==> src/rtl/tx_buffer_sender_if.sv <==
// Control, TX-buffer read port and UART byte handshake of tx_buffer_sender.
// The master modport is the sender; the slave modport is its environment.
interface tx_buffer_sender_if #(
    parameter int AW = 8
);
    logic          start;
    logic [AW-1:0] start_addr;
    logic [AW:0]   length;
    logic          busy;
    logic          done;
    logic [AW-1:0] rd_tx_addr;
    logic [7:0]    rd_tx_data;
    logic [7:0]    byte_data;
    logic          byte_valid;
    logic          byte_ready;

    modport master (
        input  start, start_addr, length, rd_tx_data, byte_ready,
        output busy, done, rd_tx_addr, byte_data, byte_valid
    );

    modport slave (
        output start, start_addr, length, rd_tx_data, byte_ready,
        input  busy, done, rd_tx_addr, byte_data, byte_valid
    );
endinterface

==> src/rtl/tx_buffer_sender.sv <==
// Streams a frame from the TX buffer RAM to the UART over a valid/ready byte port.
// Optional trailing two's-complement checksum byte when TX_CHECKSUM_EN is defined.
module tx_buffer_sender #(
    parameter int NUMBER = 256
) (
    input  logic                clock,
    input  logic                reset,
    tx_buffer_sender_if.master  bus
);
    localparam int AW = (NUMBER > 1) ? $clog2(NUMBER) : 1;

    localparam logic [AW:0]   MAX_LEN  = (AW + 1)'(NUMBER);
    localparam logic [AW:0]   LAST     = (AW + 1)'(1);
    localparam logic [AW-1:0] TOP_ADDR = AW'(NUMBER - 1);

    typedef enum logic [2:0] {
        IDLE,
        FETCH,
        LOAD,
        SEND,
`ifdef TX_CHECKSUM_EN
        CSUM,
`endif
        DONE
    } state_t;

    state_t        state;
    logic          busy_r;
    logic          done_r;
    logic          valid_r;
    logic [7:0]    data_r;
    logic [AW-1:0] addr_r;
    logic [AW:0]   remaining;
`ifdef TX_CHECKSUM_EN
    logic [7:0]    acc;
`endif

    function automatic logic [AW:0] clamp_len(input logic [AW:0] len);
        return (len > MAX_LEN) ? MAX_LEN : len;
    endfunction

    // Explicit wrap so non-power-of-two depths also return to 0.
    function automatic logic [AW-1:0] next_addr(input logic [AW-1:0] a);
        return (a == TOP_ADDR) ? '0 : a + 1'b1;
    endfunction

`ifdef TX_CHECKSUM_EN
    function automatic logic [7:0] csum_byte(input logic [7:0] sum);
        return 8'(~sum + 8'd1);
    endfunction
`endif

    always_ff @(posedge clock or posedge reset) begin
        if (reset) begin
            state     <= IDLE;
            busy_r    <= 1'b0;
            done_r    <= 1'b0;
            valid_r   <= 1'b0;
            data_r    <= 8'h00;
            addr_r    <= '0;
            remaining <= '0;
`ifdef TX_CHECKSUM_EN
            acc       <= 8'h00;
`endif
        end else begin
            case (state)
                IDLE: begin
                    if (bus.start) begin
                        addr_r    <= bus.start_addr;
                        remaining <= clamp_len(bus.length);
                        busy_r    <= 1'b1;
`ifdef TX_CHECKSUM_EN
                        acc       <= 8'h00;
`endif
                        state     <= (clamp_len(bus.length) == '0) ? DONE : FETCH;
                    end
                end

                FETCH: begin
                    state <= LOAD;
                end

                LOAD: begin
                    data_r  <= bus.rd_tx_data;
                    valid_r <= 1'b1;
`ifdef TX_CHECKSUM_EN
                    acc     <= acc + bus.rd_tx_data;
`endif
                    state   <= SEND;
                end

                SEND: begin
                    if (valid_r && bus.byte_ready) begin
                        remaining <= remaining - LAST;
                        addr_r    <= next_addr(addr_r);
                        if (remaining != LAST) begin
                            valid_r <= 1'b0;
                            state   <= FETCH;
                        end else begin
`ifdef TX_CHECKSUM_EN
                            // Checksum follows immediately; valid stays high.
                            data_r <= csum_byte(acc);
                            state  <= CSUM;
`else
                            valid_r <= 1'b0;
                            done_r  <= 1'b1;
                            state   <= DONE;
`endif
                        end
                    end
                end

`ifdef TX_CHECKSUM_EN
                CSUM: begin
                    if (valid_r && bus.byte_ready) begin
                        valid_r <= 1'b0;
                        done_r  <= 1'b1;
                        state   <= DONE;
                    end
                end
`endif

                // Entered with done already set after a transfer, or clear for an empty frame.
                DONE: begin
                    if (done_r) begin
                        done_r <= 1'b0;
                        busy_r <= 1'b0;
                        state  <= IDLE;
                    end else begin
                        done_r <= 1'b1;
                    end
                end

                default: begin
                    state <= IDLE;
                end
            endcase
        end
    end

    assign bus.busy       = busy_r;
    assign bus.done       = done_r;
    assign bus.byte_valid = valid_r;
    assign bus.byte_data  = data_r;
    assign bus.rd_tx_addr = addr_r;

endmodule

==> src/flat_wrapper.sv <==
// flat-port wrapper written by rule: the top's interface ports become plain ports
module tx_buffer_sender_flat 
#(
    parameter int NUMBER = 256
)
  (clock, reset, bus_start, bus_start_addr, bus_length, bus_rd_tx_data, bus_byte_ready, bus_busy, bus_done, bus_rd_tx_addr, bus_byte_data, bus_byte_valid);
  tx_buffer_sender_if #(.AW(8)) bus_i ();
  input  logic clock;
  input  logic reset;
  input wire logic [$bits(bus_i.start)-1:0] bus_start;
  input wire logic [$bits(bus_i.start_addr)-1:0] bus_start_addr;
  input wire logic [$bits(bus_i.length)-1:0] bus_length;
  input wire logic [$bits(bus_i.rd_tx_data)-1:0] bus_rd_tx_data;
  input wire logic [$bits(bus_i.byte_ready)-1:0] bus_byte_ready;
  output wire logic [$bits(bus_i.busy)-1:0] bus_busy;
  output wire logic [$bits(bus_i.done)-1:0] bus_done;
  output wire logic [$bits(bus_i.rd_tx_addr)-1:0] bus_rd_tx_addr;
  output wire logic [$bits(bus_i.byte_data)-1:0] bus_byte_data;
  output wire logic [$bits(bus_i.byte_valid)-1:0] bus_byte_valid;
  assign bus_i.start = bus_start;
  assign bus_i.start_addr = bus_start_addr;
  assign bus_i.length = bus_length;
  assign bus_i.rd_tx_data = bus_rd_tx_data;
  assign bus_i.byte_ready = bus_byte_ready;
  assign bus_busy = bus_i.busy;
  assign bus_done = bus_i.done;
  assign bus_rd_tx_addr = bus_i.rd_tx_addr;
  assign bus_byte_data = bus_i.byte_data;
  assign bus_byte_valid = bus_i.byte_valid;
  tx_buffer_sender #(.NUMBER(NUMBER)) u_core (.clock(clock), .reset(reset), .bus(bus_i));
endmodule
==> config.mk <==
export PLATFORM = sky130hd
export DESIGN_NAME = tx_buffer_sender_flat
export DESIGN_NICKNAME = d
export VERILOG_FILES = /design/src/rtl/tx_buffer_sender_if.sv /design/src/rtl/tx_buffer_sender.sv /design/src/flat_wrapper.sv
export SDC_FILE = /design/constraint.sdc
export NUM_CORES = 1
export LEC_CHECK = 0
export BUFFER_PORTS_ARGS = -buffer_cell sky130_fd_sc_hd__buf_2
export CAP_MARGIN = 10
export CORE_MARGIN = 4
export CORE_UTILIZATION = 45
export DETAILED_ROUTE_END_ITERATION = 7
export GPL_TIMING_DRIVEN = 0
export PLACE_DENSITY = 0.82
export SLEW_MARGIN = 20
export SYNTH_ARGS = -nofsm -noshare
export SYNTH_HDL_FRONTEND = slang
export SYNTH_SLANG_ARGS = --single-unit
==> constraint.sdc <==
create_clock -name clock -period 3.8 [get_ports clock]
set_input_delay 0.76 -clock clock [delete_from_list [all_inputs] [get_ports clock]]
set_output_delay 0.76 -clock clock [all_outputs]
set_load 0.01 [all_outputs]
* Yosys cells after proc, flatten, opt, wreduce, memory -nomap -nowiden *
Cells that the tools add are included.

storage, ports and cells
  flip-flop bits (word level) = 31
  input bits = 29
  output and inout bits = 19

operators by class
  add/sub/neg operators = 2
  magnitude comparators = 1
  equal/unequal tests = 10
  muxes and demuxes = 23
  reductions and logical operators = 12

operator list
  kind                                                   count
  two-way mux 9 bit                                      3
  two-way mux 8 bit                                      3
  case mux 9 bit (2 select lines)                        1
  case mux 8 bit (2 select lines)                        1
  two-way mux 3 bit                                      5
  case mux 3 bit (5 select lines)                        1
  AND reduction 3 bit                                    4
  greater-than comparator 9 bit, second input constant   1
  logical NOT 9 bit                                      1
  inequality test 9 x 1 -> 1 bit, second input constant  1
  subtractor 9 x 1 -> 9 bit, second input constant       1
  adder 8 x 1 -> 8 bit, second input constant            1
  equality test 8 bit, second input constant             1
  nonzero test 2 bit                                     4
  equality test 3 x 2 -> 1 bit, second input constant    2
  two-way mux 1 bit                                      6
  case mux 1 bit (2 select lines)                        3
  inequality test 2 x 1 -> 1 bit, second input constant  2
  inequality test 2 bit, second input constant           2
  equality test 3 x 1 -> 1 bit, second input constant    1
  equality test 3 bit, second input constant             1
  logical NOT 3 bit                                      1
  AND reduction 2 bit                                    1
  logical AND 1 bit                                      1

* Logic depth before layout (Yosys ltp) *
  depth after elaboration = 6
  mapped depth = 6

* Worst setup path before layout *
OpenSTA, ideal clock, no wires.

  kind = input port to flip-flop
  from = in bus_start
  to = reg u_core.remaining[0]
  arrival = 1702 ps
  data required time = 3673 ps
  slack = 1971 ps
  stages = 5
  cell sequence = or3b_1 a21o_1 buf_6 a311oi_2 a21oi_1

between the ends
  cells in the longest elaborated chain, start to end = 2

RTL lines
  item                             RTL line                RTL
  start, declared                  flat_wrapper.sv:10      input wire logic [$bits(bus_i.start)-1:0] bus_start;
  inequality test 2 bit (no line)  -
  AND reduction 3 bit (no line)    -
  end signal, assigned             tx_buffer_sender.sv:70  remaining <= clamp_len(bus.length);
  end signal, assigned             tx_buffer_sender.sv:94  remaining <= remaining - LAST;
  end, declared                    tx_buffer_sender.sv:33  logic [AW:0] remaining;

No other way between the ends.
A chain may end at the register's enable or synchronous reset.

* Worst setup path after layout *
  from = reg u_core.remaining[0]
  to = reg u_core.remaining[8]

between the ends
  cells in the longest elaborated chain, start to end = 3

RTL lines
  item                             RTL line                RTL
  subtractor 9 x 1 -> 9 bit        tx_buffer_sender.sv:94
  two-way mux 9 bit                tx_buffer_sender.sv:93  if (valid_r && bus.byte_ready) begin
  case mux 9 bit (2 select lines)  tx_buffer_sender.sv:66  case (state)

No other way between the ends. The select of a mux whose other input is x is not followed.

==> results.md <==
- Status: finished, final reports clean
- Critical Path End Type: register
- Logic pwr share: 0.444
- Final hold viol count: 0
- DR top layer: met4
- Final wirelength: 4140 um
- Slowest stage cell, crit path: dfrtp_1
- Antenna-violating nets left: 0
- Synth Area in Simple Gates: 0.196
- Largest net degree at the start of global routing: 32
- Worst Path Required: 3.98 ns
- Critical path class: reg2reg
- Row cnt: 22
- Largest family of logic cells by synthesized area: compound AO/OA/AOI/OAI gates
- Tmin final: 1.80 ns
- GRT Util Overall: 0.171
- Static Leak: about 0.9 nW
- H-tree Lvls: 2
- RSZ-0062 raised after global routing: no
- Max VDD drop: 0.000389 V
- Num CTS Buffers: 5
- Chip width: 69.5 um
- Compound-gate portion of the synthesized area: 0.227
- Syn-to-layout area delta: 22.6%
- Drt pass-1 iters: 4
- Nets: 264
- Hold Crit Class: reg2reg
- CP max stage delay: slightly above 0.4 ns
- Post-DR wirelength/cell: 14.7 um
- Top Ports: 48
- Gp weighted congestion: 0.844
- NetSw: ~0.65 mW
- Initial antenna violation count: 0
- Max-slew headroom: 0.452
- Post-synth ARST share: 1.00
- Net Sw Frac: 0.417
- Worst skew pair latency: 0.29 ns
- Commonest non-fill, non-tap cell in the layout: buf_2
- Root Buffer Master: clkbuf_8
- Via count: 1621
- Clock sink count: 31
- Max-cap violation count: 0
- Number of synthesized register bits: 31
- Pins Over Slew Limit: 0
- # diodes: 0
- Post-route DRC: 0
- Clock-pin slew on the worst setup and hold paths: 0.07 ns
- Initial core utilization: 0.465
- Mux cell area share after synthesis: 0.0529
- TNS Setup: 0 ns
- Vias per cell: approximately 5.8
- Synth Net Count: 210
- # Post-CTS Setup Buffers: 0
- TritonCTS clock tree: yes
- Met2 WL: about 1900 um
- Core ar.: 0.00366 sq mm
- Seq/Total Area, Yosys: 0.456
- Clock network power share: 0.168
- Hold depth: 1
- Power per cell area: 744 mW/mm^2
- Die area: between 0.004 and 0.005 sq mm
- Avg Inst Size Synth: around 9.6 sq um
- Pint: around 0.91 mW
- Hold Buf Count CTS: 0
- Commonest cells after routing, fill and taps aside: buf_2, dfrtp_1, o21ai_0
- R2r worst-path depth: 6
- Clock tree buffer depth: 2
- Fmax: 556 MHz
- Post-synth EDFFs: 0
- Worst path cell trace: inv_1 > ha_1 > nor3b_1 > and2_1 > a31oi_1 > o22a_1
- Drt first-iter violations: 119
- Layout cell share with drive strength beyond 1: 0.309
- Sequential power share: 0.388
- First-pass GRT wire length: approximately 6600 um
- Grt ovf: 0
- Dpl hpwl: 3040 um
- Final setup fails: 0
- DIE HEIGHT: 69.5 um
- Final Util: 0.570
- Post-Synth XOR/XNOR Area: 0
- Post-synthesis cell count: 178
- Nature of the critical path startpoint: register
- PostCTS Resize Cnt: 0
- Worst Clk Skew: 0.00809 ns
- Main flop type after synthesis: dfrtp_1
- CP Max Fanout: 4
- Met3 wire length: 333 um
- Synth Cell Area: roughly 0.0017 sq mm
- Unique cell type count in the Yosys netlist: 40
- Fill cell count: 339
- IO buf count: 47
- Vias in the first global route: 1394
- Measured slew at the worst slew-check pin: 0.814 ns
- Arrival @ worst endpoint: 1.98 ns
- Crit share post-route: 0.474
- Synth warnings: 0
- Met1 WL: 1820 um
- Adder-cell area share of the yosys netlist: 0.0220
[critical path: cells and delay by family (launching register included)]
| family | cells | cell delay (ns) |
|---|---|---|
| adders and majority gates | 1 | 0.22 |
| buffers and inverters | 1 | 0.11 |
| AOI/OAI and AO/OA | 2 | 0.33 |
| and+or+nand+nor | 2 | 0.63 |
| DFF | 1 | 0.41 |
[area by class of cell]
| type | instances | area, sq um | share of cell area |
|---|---|---|---|
| multi-input cells | 132 | 848 | 0.406 |
| inverters | 6 | 22.5 | 0.0108 |
| plain buffers | 9 | 56.3 | 0.0270 |
| well taps | 48 | 60.1 | 0.0288 |
| flip-flops and latches | 31 | 776 | 0.372 |
| clock buffers | 5 | 68.8 | 0.0330 |
| clock inverters | 3 | 20.0 | 0.00959 |
| repair buffers | 47 | 235 | 0.113 |
[stage by stage]
stage | hold WS, ns | cell area [sq um] | std cells | power (mW) | setup WS (ns)
floorplan | 0.467 | 1700 | 178 | 1.06 | 1.97
global placement | 0.483 | 2000 | 273 | 1.27 | 1.73
detailed placement | 0.490 | 2000 | 273 | 1.29 | 1.74
CTS | 0.506 | 2090 | 281 | 1.55 | 2.00
global route | 0.514 | 2090 | 281 | 1.67 | 1.79
finish | 0.501 | 2090 | 281 | 1.55 | 2.00
[synthesized netlist by cell type, types with 4 or more instances]
library cell	number	area (sq um)
dfrtp_1	31	776
o21ai_0	18	90.1
a21oi_1	16	80.1
nor2_1	13	48.8
nand2_1	11	41.3
mux2_2	8	90.1
and3_1	6	37.5
inv_1	6	22.5
o2bb2ai_1	6	52.6
a31oi_1	5	31.3
nand4_1	5	31.3
nand3_1	4	20.0
nor4_1	4	25.0
[kinds of logic after synthesis]
family                     after synthesis
AOI/OAI and AO/OA                       61
adders and majority gates                3
buffers and inverters                   15
DFF                                     31
muxes                                    8
and+or+nand+nor                         60
[layer usage]
layer,vias to the layer above,GRT usage
met3,7,0.0623
met2,57,0.250
met4,0,0.0629
met1,776,0.230
met5,-,0
li1,781,-
[power by group through the flow]
stage,clock (mW),combinational (mW),sequential [mW]
after floorplan,0,0.433,0.625
after global placement,0,0.666,0.599
after detailed placement,0,0.685,0.607
after CTS,0.262,0.689,0.602
after global routing,0.284,0.763,0.625
final,0.261,0.689,0.603
[sequential cells by signal, indices dropped and copies added (netlist names)]
register / count
u_core.remaining: 9
u_core.bus.byte_data: 8
u_core.bus.rd_tx_addr: 8
u_core.state: 3
u_core.bus.busy: 1
u_core.bus.byte_valid: 1
u_core.bus.done: 1
[path summary, 6_finish.rpt]
check,startpoint,endpoint,slack [ns]
hold reg to reg,u_core.bus.byte_data[5],u_core.bus.byte_data[5],0.50
setup / recovery,u_core.remaining[0],u_core.remaining[8],2.00
max in group asynchronous,reset,u_core.bus.rd_tx_addr[3],2.82
hold / removal,u_core.bus.byte_data[5],u_core.bus.byte_data[5],0.50
min in group asynchronous,reset,u_core.remaining[6],0.55
setup reg to reg,u_core.remaining[0],u_core.remaining[8],2.00
(Power assumes the default switching activity.)
